--- src/rtl/perif_timer.sv ---
`default_nettype none
// ============================================================================
//  Module   : perif_timer
//  Purpose  : Programmable down-counting timer peripheral with prescaler,
//             one-shot/auto-reload modes and a level interrupt request.
//  Revision : 1.0  initial release
// ============================================================================
module perif_timer #(
    parameter int W  = 8,
    parameter int PW = 8   // must be >= 7 so the largest prescale (2^7) fits
) (
    input  logic         clk,
    input  logic         reset,
    input  logic [7:0]   ctrl_in,
    input  logic         we_ctrl,
    input  logic [W-1:0] period_in,
    input  logic         we_period,
    input  logic         ack,
    output logic         irq,
    output logic [7:0]   status,
    output logic [W-1:0] count
);

    localparam logic [W-1:0]  c_cnt_one   = W'(1);
    localparam logic [PW-1:0] c_presc_one = PW'(1);

    logic          r_auto;
    logic          r_irq_en;
    logic [2:0]    r_presc;
    logic [W-1:0]  r_period;
    logic [W-1:0]  r_cnt;
    logic [PW-1:0] r_prescaler;
    logic          r_pending;
    logic          r_overrun;
    logic          r_running;

    logic [PW-1:0] w_presc_max;
    logic          w_launch;
    logic          w_stop;
    logic          w_tick;
    logic          w_expire;
    logic          w_event_irq;
    logic [W-1:0]  w_period_next;
    logic          w_unused_ctrl;

    assign w_unused_ctrl = &{1'b0, ctrl_in[7:6]};

    // Terminal prescaler value 2^n - 1, formed as a low-bit mask.
    assign w_presc_max   = ~({PW{1'b1}} << r_presc);
    assign w_launch      = we_ctrl && ctrl_in[0] && !r_running;
    assign w_stop        = we_ctrl && !ctrl_in[0];
    // A stop write freezes the counter at this edge, so it also swallows a tick.
    assign w_tick        = r_running && !w_stop && (r_prescaler == w_presc_max);
    assign w_expire      = w_tick && (r_cnt == '0);
    assign w_event_irq   = w_expire && r_irq_en;
    assign w_period_next = we_period ? period_in : r_period;

    always_ff @(posedge clk or posedge reset) begin
        if (reset) begin
            r_auto      <= 1'b0;
            r_irq_en    <= 1'b0;
            r_presc     <= 3'd0;
            r_period    <= '0;
            r_cnt       <= '0;
            r_prescaler <= '0;
            r_pending   <= 1'b0;
            r_overrun   <= 1'b0;
            r_running   <= 1'b0;
        end else begin
            if (we_period) begin
                r_period <= period_in;
            end

            if (we_ctrl) begin
                r_auto   <= ctrl_in[1];
                r_irq_en <= ctrl_in[2];
                r_presc  <= ctrl_in[5:3];
            end

            if (w_launch) begin
                r_running <= 1'b1;
            end else if (w_stop) begin
                r_running <= 1'b0;
            end else if (w_expire && !r_auto) begin
                r_running <= 1'b0;
            end

            if (w_launch) begin
                r_cnt <= w_period_next;
            end else if (we_period && !r_running) begin
                r_cnt <= period_in;
            end else if (w_tick) begin
                if (r_cnt != '0) begin
                    r_cnt <= r_cnt - c_cnt_one;
                end else if (r_auto) begin
                    r_cnt <= w_period_next;
                end
            end

            if (w_launch) begin
                r_prescaler <= '0;
            end else if (r_running && !w_stop) begin
                r_prescaler <= w_tick ? '0 : r_prescaler + c_presc_one;
            end

            // An expiry coinciding with ack keeps the request pending.
            if (w_event_irq) begin
                r_pending <= 1'b1;
            end else if (ack) begin
                r_pending <= 1'b0;
            end

            if (w_event_irq && r_pending) begin
                r_overrun <= 1'b1;
            end else if (we_ctrl) begin
                r_overrun <= 1'b0;
            end
        end
    end

    assign irq    = r_pending;
    assign status = {r_pending, r_overrun, r_running, r_auto, r_irq_en, r_presc};
    assign count  = r_cnt;

endmodule
`default_nettype wire
--- config.mk ---
export PLATFORM = sky130hd
export DESIGN_NAME = perif_timer
export DESIGN_NICKNAME = d
export VERILOG_FILES = /design/src/rtl/perif_timer.sv
export SDC_FILE = /design/constraint.sdc
export NUM_CORES = 1
export LEC_CHECK = 0
export CAP_MARGIN = 0
export CORE_MARGIN = 2
export CORE_UTILIZATION = 51
export CTS_BUF_LIST = sky130_fd_sc_hd__clkbuf_4 sky130_fd_sc_hd__clkbuf_8 sky130_fd_sc_hd__clkbuf_16
export DETAILED_ROUTE_END_ITERATION = 12
export PLACE_DENSITY = 0.8
export SYNTH_ARGS = -nofsm -noshare
export SYNTH_HDL_FRONTEND = slang
export SYNTH_SLANG_ARGS = --single-unit
export TNS_END_PERCENT = 1
--- constraint.sdc ---
create_clock -name clk -period 3.1 [get_ports clk]
set_input_delay 0.465 -clock clk [delete_from_list [all_inputs] [get_ports clk]]
set_output_delay 0.465 -clock clk [all_outputs]
set_load 0.05 [all_outputs]
Word level (Yosys, flattened, before mapping):

Cells that the tools add are included.

* add/sub/neg operators: 2
* eq/ne operators: 1
* shift-type cells: 1
* multiplexer cells: 16
* bitwise gates (word level): 1
* reduce and logical (&&, ||, !) cells: 23

Operators by type and width (count)
* 8-bit 2-to-1 mux: 9
* 1-bit logical AND: 10
* 8-bit by 1-bit adder with 8-bit output (second input constant): 1
* 8-bit equality test: 1
* 8-bit zero test: 1
* 8-bit NOT: 1
* 8-bit nonzero test: 1
* 8-bit by 3-bit left shift with 8-bit output (first input constant): 1
* 8-bit by 1-bit subtractor with 8-bit output (second input constant): 1
* 1-bit 2-to-1 mux: 7
* 2-bit nonzero test: 3
* 3-bit nonzero test: 2
* 1-bit zero test: 4
* 4-bit nonzero test: 1
* 2-bit AND reduction: 1

* bits in registers: 32
* input bits: 21
* output and inout port bits: 17
* logic and storage cells: 53

Depth between registers and ports, before layout:

Gate-level depths: netlist of the first run.

* depth in word-level cells: 10
* depth in mapped cells: 8
* mapped depth without buffers: 8

Worst setup path after synthesis of the first run:

Ideal clock, no wire load.

* kind: flip-flop to flip-flop
* from: register r_presc[1]
* to: register r_cnt[0], in the netlist count[0]
* setup time: 125 ps
* arrival: 2504 ps
* required time: 2975 ps
* path slack: 471 ps
* stages on the path, launching flop included: 8
* buffers on the path: 1
* clock period less this slack: 2629 ps
* cells stage by stage: dfrtp_1 -> buf_2 -> nor2_1 -> o2bb2ai_1 -> or4b_4 -> or3_4 -> o21ai_4 -> mux2_4

* longest elaborated chain between the ends: 6

Ends and longest elaborated chain
* start: declaration: line 29 `logic [2:0] r_presc;`
* start signal: assignment: line 77 `r_presc <= ctrl_in[5:3];`
* 8-bit by 3-bit left shift with 8-bit output: line 49 `assign w_presc_max = ~({PW{1'b1}} << r_presc);`
* 8-bit NOT: line 49
* 8-bit equality test: line 53 `assign w_tick = r_running && !w_stop && (r_prescaler == w_presc_max);`
* 1-bit logical AND: line 53
* 3-bit nonzero test (no source line)
* 2-bit AND reduction (no source line)
* end signal: assignment: line 89 `r_cnt <= w_period_next;`
* end signal: assignment: line 91 `r_cnt <= period_in;`
* end signal: assignment: line 94 `r_cnt <= r_cnt - c_cnt_one;`
* end: declaration: line 31 `logic [W-1:0] r_cnt;`

Every way passes these cells.
A chain may end at the register's enable or synchronous reset.

Final worst setup path of the first run:

* from: input port we_ctrl
* to: register r_cnt[3], in the netlist count[3]

* longest elaborated chain between the ends: 6
* elaborated cells between the ends (all ways): 10
* those cells by class: mux: 1; reduce/logical: 9

Ends and longest elaborated chain
* start: declaration: line 15 `input logic we_ctrl,`
* 1-bit logical AND: line 51 `assign w_stop = we_ctrl && !ctrl_in[0];`
* 1-bit zero test: line 53
* 1-bit logical AND (2 in series): line 53
* 3-bit nonzero test (no source line)
* 2-bit AND reduction (no source line)

Several ways; a longest one is shown, not always the timed one.

==> results.toml, run 1 <==
[finish]
antennaDiodeCount = 0
layout_common_cells = "clkdlybuf4s50_1 (35), dfrtp_1 (32), nand2_1 (18), nor2_1 (14), mux2_2 (14)"
drive_gt1_share_pct = 15.97
layoutNonFillerInstCount = 286
final_common_cell = "clkdlybuf4s50_1"
fill_cells = 284
finalNetCount = 261
syn_to_final_growth_pct = 26.93

[yosys]
yosysWarningCount = 0
syn-cell-area_um2 = 1914
synth_edf_count = 0
synth_compound_area_share_pct = 18.50
synth.yosys.seq_area_share_pct = 41.83
synthMuxAreaShare_pct = 10.85
ys_types = 47
yosys.area_share.simple_pct = 18.69
syn_nets = 223
syn_inst = 199
synthAdderAreaFrac_pct = 1.961
synth_top_family_by_area = "simple AND/OR/NAND/NOR gates"
ys_ff_latch = 32
syn-mean-instance-area_um2 = 9.620
synthFlopType = "dfrtp_1"
async_flop_share_pct = 100.0
synth_xor_area_share_pct = 2.745

[min_path]
min_to = "r_period[2]$_DFF_PP0_"
hp-class = "flop to flop"
hold_depth = 1
hold_start = "r_period[2]$_DFF_PP0_"

[floorplan]
core-area_um2 = 3633
start_util_pct = 52.69
die_width_um = 65.27
die-height_um = 65.27
fp.dieArea_um2 = 4260
rows = 22
io_pins = 38

[route]
dr.pass1.iters = 5
drtIter0Drc = 133
vias_per_cell = 5.661
wl_um = 4166
wire_per_inst_um = 14.57
drtAntennaViolNets = 0
drc = 0
num_vias = 1619

[power_and_ir_drop]
p_leak_nw = 1.013
p_sw_uw = 629.2
swShare_pct = 38.16
p_comb_share_pct = 39.8
clockPowerShare_pct = 23.9
pwr_density_cell_nw_per_um2 = 678.5
ir_drop_mv = 0.4273
p_int_mw = 1.020
power_frac_seq_pct = 36.4

[grt]
grt_pass1_wl_um = 7107
overflow = 0
grt_start_max_net_pins = 33
antenna_found_initial = 0
grt_pass1_vias = 1517
track_usage_pct = 21.95

[cts]
numCtsBuffers = 5
clkTransAtPathRegs_ns = 0.07
worstSkewPairLatency_ns = 0.28
cts_resized = 0
cts_setup_buffers = 0
cts_sinks = 32
tritoncts = "built"
htree_levels = 2
clockRootBuffer = "clkbuf_8"
cts_buffer_depth = 2
ctsHoldBuffers = 0

[setup_path]
crit_path_end_kind = "flop"
cp-start-kind = "primary input"
rr_worst_depth = 6
r2r-start = "r_prescaler[7]$_DFFE_PP0P_"
crit_path_max_fanout = 6
required_ns = 3.31
rrSetupSlack_ns = 0.73
reg2reg_to = "count[3]$_DFFE_PP0P_"
path_class = "primary input to flop"
arrival_ns = 2.91

[placed_design]
hpwl_um = 3079
placedCellCount = 278
place_congestion = 0.8414
pre_cts_slack_ns = 0.1122
port_buffers = 35

[timing]
worst_slack_ns = 0.3969
skew_ns = 0.006174
rsz0062_at_grt = "no"
tightest_slew_ns = 0.6809
setup_tns_ns = 0
slew_headroom_pct = 54.19
finalMaxSlewViolations = 0
finalSetupViolCount = 0
fmax_mhz = 369.9
finalCritPeriodShare_pct = 87.20
fin_crit_ns = 2.703
final-hold-violation-count = 0

[run]
drv_cap = 0

[status]
status = "completed"
==> cells in the mapped netlist, types with 2 or more instances <==
| cell | instances | area, um^2 |
|---|---|---|
| a211o_1 | 3 | 26.28 |
| a211oi_1 | 4 | 30.03 |
| a21oi_1 | 8 | 40.04 |
| and3_1 | 3 | 18.77 |
| buf_2 | 2 | 10.01 |
| buf_4 | 5 | 37.54 |
| clkbuf_1 | 5 | 18.77 |
| dfrtp_1 | 32 | 800.8 |
| ha_1 | 3 | 37.54 |
| inv_1 | 10 | 37.54 |
| mux2_2 | 14 | 157.7 |
| mux2_4 | 2 | 30.03 |
| mux2i_1 | 2 | 20.02 |
| nand2_1 | 18 | 67.56 |
| nand2b_1 | 5 | 31.28 |
| nand3_1 | 9 | 45.04 |
| nand4_1 | 4 | 25.02 |
| nor2_1 | 14 | 52.55 |
| nor2b_1 | 2 | 12.51 |
| nor3_1 | 4 | 20.02 |
| o211ai_1 | 2 | 15.01 |
| o21ai_0 | 10 | 50.05 |
| o221ai_1 | 5 | 43.79 |
| o22ai_1 | 2 | 12.51 |
| o2bb2ai_1 | 2 | 17.52 |
| o31ai_1 | 2 | 15.01 |
| o41ai_1 | 2 | 17.52 |
| or3_1 | 2 | 12.51 |
| xnor2_1 | 2 | 17.52 |
| xor2_1 | 4 | 35.03 |
==> worst max-delay path, cell delays in order <==
cell	delay, ns
clkdlybuf4s50_1	0.45
nor2b_2	0.17
or3_1	0.31
or4b_4	0.55
or3_4	0.38
o21ai_4	0.20
buf_4	0.19
mux2i_1	0.19
==> area by class of cell <==
| class | instances | area, um^2 | share of cell area, % |
|---|---|---|---|
| Clock buffer | 6 | 76.32 | 3.141 |
| Clock inverter | 2 | 35.03 | 1.442 |
| Inverter | 10 | 37.54 | 1.545 |
| Multi-Input combinational cell | 145 | 1010 | 41.56 |
| Sequential cell | 32 | 800.8 | 32.96 |
| Tap cell | 48 | 60.06 | 2.472 |
| Timing Repair Buffer | 43 | 410.4 | 16.89 |
==> stage by stage <==
step / cell area [um^2] / hold WS [ns] / total power [mW] / utilization [%]
floorplan: 1914 / 0.4560 / 1.061 / -
CTS: 2430 / 0.4999 / 1.660 / 66.87
global route: 2430 / 0.5149 / 1.751 / 66.87
detailed placement: 2318 / 0.4831 / 1.260 / 63.81
finish: 2430 / 0.4959 / 1.649 / 66.87
global placement: 2318 / 0.4797 / 1.245 / 63.81
==> worst max path at each step <==
stage | from | endpoint | slack, ns | cells past startpoint
3_3_place_gp | we_ctrl | count[2]$_DFFE_PP0P_ | 0.17 | 8
2_1_floorplan | r_presc[1]$_DFFE_PP0P_ | count[0]$_DFFE_PP0P_ | 0.47 | 7
4_1_cts | we_ctrl | count[2]$_DFFE_PP0P_ | 0.42 | 8
5_1_grt | we_ctrl | count[3]$_DFFE_PP0P_ | 0.35 | 8
6_report | we_ctrl | count[3]$_DFFE_PP0P_ | 0.40 | 8
3_5_place_dp | we_ctrl | count[2]$_DFFE_PP0P_ | 0.11 | 8
==> state kept, by name, summed over array words and instances, names as in the netlist <==
register     cells
count            8
r_period         8
r_prescaler      8
r_presc          3
irq              1
r_auto           1
r_irq_en         1
r_overrun        1
r_running        1
==> kinds of logic after synthesis <==
group | after synthesis
multiplexers | 18
adder cells (fa/ha/maj) | 3
AND/OR/NAND/NOR | 69
flip-flops | 32
XOR/XNOR | 6
buffers and inverters | 22
AO/OA/AOI/OAI | 49
==> power groups by stage <==
stage	sequential [mW]	clock (mW)	combinational (mW)
3_3_place_gp	0.602	0	0.643
2_1_floorplan	0.715	0	0.346
6_report	0.600	0.394	0.655
5_1_grt	0.614	0.425	0.713
3_5_place_dp	0.604	0	0.656
4_1_cts	0.598	0.405	0.657
==> routing by layer <==
layer | routed length, um | up-vias | GRT usage (%)
met5 | 0 | - | 0
met4 | 16 | 0 | 5.990
met3 | 232 | 2 | 5.822
met2 | 1838 | 43 | 33.04
met1 | 2079 | 766 | 31.33
li1 | - | 808 | -
(Power assumes the default switching activity.)
==> inputs of run 2 (changes only) <==
==> constraint.sdc (replaced) <==
create_clock -name clk -period 3.1 [get_ports clk]
set_input_delay 0.465 -clock clk [delete_from_list [all_inputs] [get_ports clk]]
set_output_delay 0.465 -clock clk [all_outputs]
set_load 0.1 [all_outputs]
==> run 2 against run 1 <==
Effect of this change:
- clock power decreased by 13%
- first-iteration DRC count fell by 17%
- non-clock buffer count unchanged
- clock skew rose by 0.0013 ns
- die area stayed put
- final cell count stayed put
- sequential cell count unchanged
- routed wire length up 5.1%
==> results.toml, run 2 (synthesis results as in run 1) <==
[power_and_ir_drop]
total_power_mw = 1.762
ir_drop_mv = 0.3254
pwr_density_cell_nw_per_um2 = 742.1
p_leak_nw = 1.024

[setup_path]
cp-start-kind = "primary input"
crit_path_end_kind = "flop"
critPathBufInv = 2
cp_top_family = "simple AND/OR/NAND/NOR gates"
cpPeakStageDelay_ns = 0.54
slowest_stage = "or4b_4"
crit_path_max_fanout = 6
path_class = "primary input to flop"
arrival_ns = 2.91
crit_chain = "clkdlybuf4s50_1 > nor2b_2 > or3_1 > or4b_4 > or3_4 > o21ai_4 > buf_4 > mux2i_1"
required_ns = 3.29

[finish]
drive_gt1_share_pct = 23.11
finalNetCount = 261
layout_common_cells = "dfrtp_1 (32), buf_4 (25), nand2_1 (18), clkdlybuf4s50_1 (18)"
finalCoreUtilization_pct = 65.32
fill_cells = 314
final_common_cell = "dfrtp_1"
antennaDiodeCount = 0
syn_to_final_growth_pct = 23.99

[cts]
clockRootBuffer = "clkbuf_8"
clkTransAtPathRegs_ns = 0.06
numCtsBuffers = 5
htree_levels = 2
ctsHoldBuffers = 0
cts_sinks = 32
cts_setup_buffers = 0
cts_resized = 0
cts_buffer_depth = 2
tritoncts = "built"
worstSkewPairLatency_ns = 0.28

[grt]
overflow = 0
grt_pass1_wl_um = 7362
antenna_found_initial = 0
grt_pass1_vias = 1590
track_usage_pct = 22.86
grt_start_max_net_pins = 33

[placed_design]
hpwl_um = 3250
port_buffers = 35
place_congestion = 0.8350

[timing]
rsz0062_at_grt = "no"
finalMaxSlewViolations = 0
fin_crit_ns = 2.722
finalSetupViolCount = 0
fmax_mhz = 367.4
setup_tns_ns = 0
skew_ns = 0.007511
tightest_slew_ns = 0.6832
final-hold-violation-count = 0
finalCritPeriodShare_pct = 87.80
slew_headroom_pct = 54.03

[floorplan]
fp.dieArea_um2 = 4260
core-area_um2 = 3633
io_pins = 38
die-height_um = 65.27
rows = 22
start_util_pct = 52.69
die_width_um = 65.27

[route]
num_vias = 1665
wl_um = 4377
wire_per_inst_um = 15.30
drtIter0Drc = 111
vias_per_cell = 5.822
dr.pass1.iters = 4
drtAntennaViolNets = 0
drc = 0

[run]
drv_cap = 0

[min_path]
hp-class = "flop to flop"

[status]
status = "completed"
-- run 2: cell types whose count changed in the layout (fill, tap and decap cells not counted) --
cell             before  now
clkbuf_8              5    6
buf_4                 8   25
clkbuf_4              1    2
bufinv_16             1    0
clkdlybuf4s50_1      35   18
clkinv_2              1    0
-- run 2: through the flow --
step / setup slack, ns / hold slack (ns) / cell area [um^2] / instances
6_report: 0.3781 / 0.4971 / 2374 / 286
5_1_grt: 0.2928 / 0.5092 / 2374 / 286
4_1_cts: 0.3840 / 0.4960 / 2374 / 286
3_5_place_dp: 0.09920 / 0.4820 / 2276 / 278
3_3_place_gp: 0.1666 / 0.4798 / 2276 / 278
2_1_floorplan: 0.1200 / 0.4560 / 1914 / 199
-- run 2: layer usage --
metal	track usage, %	share of wire (%)	vias to the layer above
met5	0	0	-
met4	10.68	1.3	0
met3	4.966	6.8	5
met2	33.55	44	62
met1	32.12	47	791
li1	-	-	807
-- run 2: power breakdown --
group / switching, mW / leakage [nW] / internal (mW) / total, mW
clock: 0.144 / 0.0523 / 0.198 / 0.342
sequential: 0.108 / 0.387 / 0.493 / 0.601
combinational: 0.555 / 0.584 / 0.264 / 0.818
-- run 2: path summary, 6_finish.rpt --
path | to | cells after the start | slack, ns | start
max in group asynchronous | count[2]$_DFFE_PP0P_ | 3 | 2.25 | reset
min | r_period[7]$_DFF_PP0_ | 1 | 0.50 | r_period[7]$_DFF_PP0_
min reg2reg | r_period[7]$_DFF_PP0_ | 1 | 0.50 | r_period[7]$_DFF_PP0_
max | count[2]$_DFFE_PP0P_ | 8 | 0.38 | we_ctrl
min in group asynchronous | r_period[6]$_DFF_PP0_ | 3 | 0.57 | reset
max reg2reg | count[2]$_DFFE_PP0P_ | 6 | 0.70 | r_prescaler[7]$_DFFE_PP0P_
-- run 2: layout make-up --
type / instances / area (um^2) / share of cell area, %
Clock buffer: 8 / 97.59 / 4.112
Inverter: 10 / 37.54 / 1.581
Multi-Input combinational cell: 145 / 1010 / 42.54
Tap cell: 48 / 60.06 / 2.530
Timing Repair Buffer: 43 / 367.9 / 15.50
Sequential cell: 32 / 800.8 / 33.74
-- run 2: worst reg2reg max path: stages (launching register included) --
cell     delay, ns
dfrtp_1       0.42
or3_1         0.36
or4b_4        0.55
or3_4         0.38
o21ai_4       0.21
buf_4         0.18
mux2i_1       0.22
